--- src/rtl/controlador_elevador.sv ---
// Four-floor elevator controller: registers floor calls, sequences the door
// (open/close/reopen) and moves the cabin one floor per TEMPO_ANDAR cycles.
module controlador_elevador #(
  parameter int TEMPO_ANDAR = 8,
  parameter int TEMPO_PORTA = 10
) (
  input  logic       clock_in,
  input  logic       reset,
  input  logic [3:0] botao,
  input  logic       port_a,
  input  logic       port_f,
  output logic       control_port,
  output logic [1:0] andar,
  output logic       sobe,
  output logic       desce,
  output logic [3:0] pendentes,
  output logic [2:0] estado
);

  localparam logic [2:0] ABERTA   = 3'd0;
  localparam logic [2:0] FECHANDO = 3'd1;
  localparam logic [2:0] MOVENDO  = 3'd2;
  localparam logic [2:0] ABRINDO  = 3'd3;

  localparam int WP = $clog2(TEMPO_PORTA + 1);
  localparam int WA = $clog2(TEMPO_ANDAR + 1);
  localparam logic [WP-1:0] PORTA_MAX = WP'(TEMPO_PORTA - 1);
  localparam logic [WA-1:0] ANDAR_MAX = WA'(TEMPO_ANDAR - 1);

  logic          dir;
  logic [WP-1:0] cnt_porta;
  logic [WA-1:0] cnt_andar;
  logic [3:0]    aqui;
  logic [3:0]    acima;
  logic [3:0]    abaixo;
  logic [3:0]    pend_set;
  logic [1:0]    prox_andar;
  logic          vai_subir;
  logic          vai_descer;

  always_comb begin
    aqui     = 4'b0001 << andar;
    pend_set = pendentes | botao;
    acima    = '0;
    abaixo   = '0;
    case (andar)
      2'd0: begin acima = 4'b1110; abaixo = 4'b0000; end
      2'd1: begin acima = 4'b1100; abaixo = 4'b0001; end
      2'd2: begin acima = 4'b1000; abaixo = 4'b0011; end
      default: begin acima = 4'b0000; abaixo = 4'b0111; end
    endcase
    acima  = acima & pendentes;
    abaixo = abaixo & pendentes;
    // Keep the current direction while it still has work; otherwise reverse.
    vai_subir  = (|acima) && (dir || !(|abaixo));
    vai_descer = (|abaixo) && (!dir || !(|acima));
    prox_andar = dir ? andar + 2'd1 : andar - 2'd1;
  end

  assign control_port = (estado == FECHANDO) || (estado == MOVENDO);
  assign sobe         = (estado == MOVENDO) && dir;
  assign desce        = (estado == MOVENDO) && !dir;

  always_ff @(posedge clock_in) begin
    if (reset) begin
      estado    <= ABERTA;
      andar     <= '0;
      pendentes <= '0;
      dir       <= 1'b1;
      cnt_porta <= '0;
      cnt_andar <= '0;
    end else begin
      pendentes <= pend_set;
      case (estado)
        ABERTA: begin
          pendentes <= pend_set & ~aqui;
          if (botao[andar])
            cnt_porta <= '0;
          else if (port_a && cnt_porta != PORTA_MAX)
            cnt_porta <= cnt_porta + 1'b1;
          if (cnt_porta == PORTA_MAX && |(pendentes & ~aqui))
            estado <= FECHANDO;
        end
        FECHANDO: begin
          if (botao[andar] || pendentes[andar]) begin
            estado <= ABRINDO;
          end else if (port_f) begin
            cnt_andar <= '0;
            if (vai_subir || vai_descer) begin
              estado <= MOVENDO;
              dir    <= vai_subir;
            end else begin
              estado <= ABRINDO;
            end
          end
        end
        MOVENDO: begin
          if (cnt_andar == ANDAR_MAX) begin
            cnt_andar <= '0;
            andar     <= prox_andar;
            // Terminal floors force a stop so the floor index never wraps.
            if (pend_set[prox_andar] || (dir && prox_andar == 2'd3) ||
                (!dir && prox_andar == 2'd0))
              estado <= ABRINDO;
          end else begin
            cnt_andar <= cnt_andar + 1'b1;
          end
        end
        ABRINDO: begin
          if (port_a) begin
            estado    <= ABERTA;
            cnt_porta <= '0;
            pendentes <= pend_set & ~aqui;
          end
        end
        default: estado <= ABRINDO;
      endcase
    end
  end

endmodule

--- config.mk ---
export PLATFORM = sky130hd
export DESIGN_NAME = controlador_elevador
export DESIGN_NICKNAME = d
export VERILOG_FILES = /design/src/rtl/controlador_elevador.sv
export SDC_FILE = /design/constraint.sdc
export NUM_CORES = 1
export LEC_CHECK = 0
export CAP_MARGIN = 25
export CORE_MARGIN = 3
export CORE_UTILIZATION = 52
export CTS_CLUSTER_DIAMETER = 50
export CTS_CLUSTER_SIZE = 12
export DETAILED_ROUTE_END_ITERATION = 12
export HOLD_SLACK_MARGIN = 0.06
export PLACE_DENSITY = 0.86
export SLEW_MARGIN = 0
export SYNTH_ARGS = -nofsm -noshare
export SYNTH_HDL_FRONTEND = slang
export SYNTH_SLANG_ARGS = --single-unit
--- constraint.sdc ---
create_clock -name clock_in -period 2.2 [get_ports clock_in]
set_input_delay 0.22 -clock clock_in [delete_from_list [all_inputs] [get_ports clock_in]]
set_output_delay 0.22 -clock clock_in [all_outputs]
set_load 0.1 [all_outputs]
==> flow_summary.ini <==
[synthesis]
ys_warn_count = 0
synth_commonest_cells = dfxtp_1 (17), nor2_1 (13), ha_1 (12)
synth_edf_count = 0
synth_cells = 142
ys_types = 43
synth_seq_cells = 17
synth.net_count = 162
synthTopCellsByArea = dfxtp_1 (28%), ha_1 (13%), a21oi_1 (4.6%), o21ai_0 (4.2%), nor2_1 (4.1%)
ys.flop_type = dfxtp_1
synthDominantCellAreaShare_pct = 28.4
synth.avg_cell_area_um2 = 8.44
async_reset_ff_share_pct = 0
synth.largest_area_cell = dfxtp_1
ys_seq_area_share_pct = 28.4
syn_area_mm2 = 0.00120
synth_most_common_cell = dfxtp_1

[detailed_routing]
first_pass_iters = 4
vias = 1160
drt_iter0_drc = 36
wire_per_inst_um = 15.9
ant_nets = 0
drc = 0
via_per_inst = 6.07
wirelength_um = 3030

[placed_design]
post-place-ws_ns = 0.00801
portBuffers = 18
dpl_cell_area_mm2 = 0.00144
place_congestion = 0.941
hpwl_um = 2250

[clock_tree]
clockBufferDepth = 2
h-tree-depth = 1
cts.sinks = 17
cts.clk_slew.worst_paths_ns = 0.10
postCtsHoldBufs = 0
numCtsBuffers = 3
cts_setup_buffers = 0
clk_latency_ns = 0.30
cts_root_buffer = clkbuf_4
cts_tree = done

[worst_setup_path]
crit_buf_inv = 1
reg2reg_to = estado[0]
start_kind = register
cpPeakStageDelay_ns = 0.42
crit_chain = inv_1 -> ha_2 -> nor3b_1 -> o21bai_1 -> a221o_2 -> a31o_1 -> o211a_1
critPathKind = reg2reg
critPathSlowestCell = dfxtp_4
critPathMaxFanout = 8
r2r-start = andar[0]
r2r.worst_path.cells = 7
cpLargestDelayFamily = compound AO/OA/AOI/OAI gates
cp.arrival_ns = 2.30
crit_path_end_kind = register
cp.required_ns = 2.41
rrSetupSlack_ns = 0.11

[layout]
diodes = 0
final_nets = 185
seq_area_um2 = 359
synthToLayoutAreaGrowth_pct = 23.8
final_cell_area_mm2 = 0.00148
fin_util_pct = 72.0
multiInputGateArea_um2 = 820
layout-drive-gt1-share_pct = 22.6
fillerInstances = 137

[timing]
setup_viol = 0
fin_crit_ns = 2.09
fin_skew_ns = 0.00311
period_share_pct = 95.0
setup_tns_ns = 0
finalHoldViolCount = 0
final_max_slew_viol_count = 0
timing.final.ws_setup_ns = 0.110
fmax_ghz = 0.478

[job]
maxCapViolations = 0

[floorplanning]
initial_utilization_pct = 58.1
io_pins = 20
die_y_um = 54.0
rows = 16
chipWidth_um = 54.0
core_mm2 = 0.00206
die_area_mm2 = 0.00292

[global_route]
grt_overflow_total = 0
antenna_found_initial = 0
grt_pass1_vias = 1134
grt.total_usage_pct = 23.6
grt_pass1_wl_um = 4950
grt_max_degree = 13

[hold_path]
holdPathEnd = cnt_andar[0]
whs_path_depth = 2
min_path_type = reg2reg
hp-start = cnt_andar[0]

[status]
status = complete, no violations

[pwr]
leakagePower_nw = 0.640
power.density_mw_per_mm2 = 404
vdd_drop_max_uv = 553
## area by class of cell
| type | instances | area share (%) |
|---|---|---|
| clock buffers | 4 | 1.77 |
| inverters | 10 | 2.53 |
| multi-input cells | 111 | 55.2 |
| flip-flops and latches | 17 | 24.2 |
| well taps | 27 | 2.28 |
| repair buffers | 22 | 14.0 |
## worst min-delay path, stage by stage, from the launching register on
cell and delay (ns):
dfxtp_1 0.35, nand2_1 0.06, a21oi_1 0.06
## logic make-up after synthesis
| kind of cell | after synthesis | synth area share (%) |
|---|---|---|
| xor+xnor | 2 | 1.46 |
| fa+ha+maj | 12 | 12.5 |
| buf+inv | 14 | 4.80 |
| simple gates | 53 | 24.1 |
| flops | 17 | 28.4 |
| mux | 5 | 6.58 |
| compound gates | 38 | 21.8 |
| other cells | 1 | 0.313 |
## per-layer routing
layer  vias to the layer above  share of wire [%]  GRT usage [%]
li1                        558                  -              -
met1                       537                 42           26.0
met2                        52                 49           43.1
met3                        13                6.1           3.88
met4                         0                2.9           11.6
met5                         -                  0              0
## power breakdown
group | internal [mW] | total [mW] | switching (mW)
registers | 0.309 | 0.319 | 0.00996
clock network | 0.0708 | 0.179 | 0.108
logic | 0.0351 | 0.101 | 0.0660
total | 0.415 | 0.599 | 0.184
## per-stage QoR
step / cells / hold WS [ns] / power [mW]
after floorplan: 142 / 0.291 / 0.389
after global placement: 187 / 0.475 / 0.422
after detailed placement: 187 / 0.485 / 0.425
after CTS: 191 / 0.500 / 0.594
after global routing: 191 / 0.525 / 0.621
final: 191 / 0.509 / 0.599
## what timing repair did
action / in CTS / in global routing
setup endpoints to repair: 0 / 2
endpoints found under the hold margin: 0 / 0
resized for setup: 0 / 3
## state kept, by name, summed over array words and instances (netlist names)
register and flops:
andar 2, cnt_porta 4, cnt_andar 4, estado 2, dir 1, pendentes 4
## placed cells by master, fill, tap and decap left out, types with 2 or more instances in the layout
master,n
dfxtp_2,3
buf_12,2
inv_1,10
nand2_1,10
o211a_1,4
dfxtp_1,10
ha_1,10
xnor2_1,2
a21oi_1,11
nand3_1,4
nand2b_1,5
clkdlybuf4s50_1,7
nor3_1,2
nor2b_1,3
dfxtp_4,4
nand3b_1,3
o21ai_0,10
buf_4,13
nor3b_1,2
nor2_1,12
mux2i_1,3
ha_2,2
o21a_1,2
or2_2,2
clkbuf_4,3
## worst max-delay path by stage
stage,from,endpoint,cells after the start
5_1_grt,andar[0],estado[1],7
6_report,andar[0],estado[0],7
3_3_place_gp,botao[3],dir,6
3_5_place_dp,botao[3],dir,6
2_1_floorplan,pendentes[3],estado[0],4
4_1_cts,andar[0],estado[0],7
(Power assumes the default switching activity.)
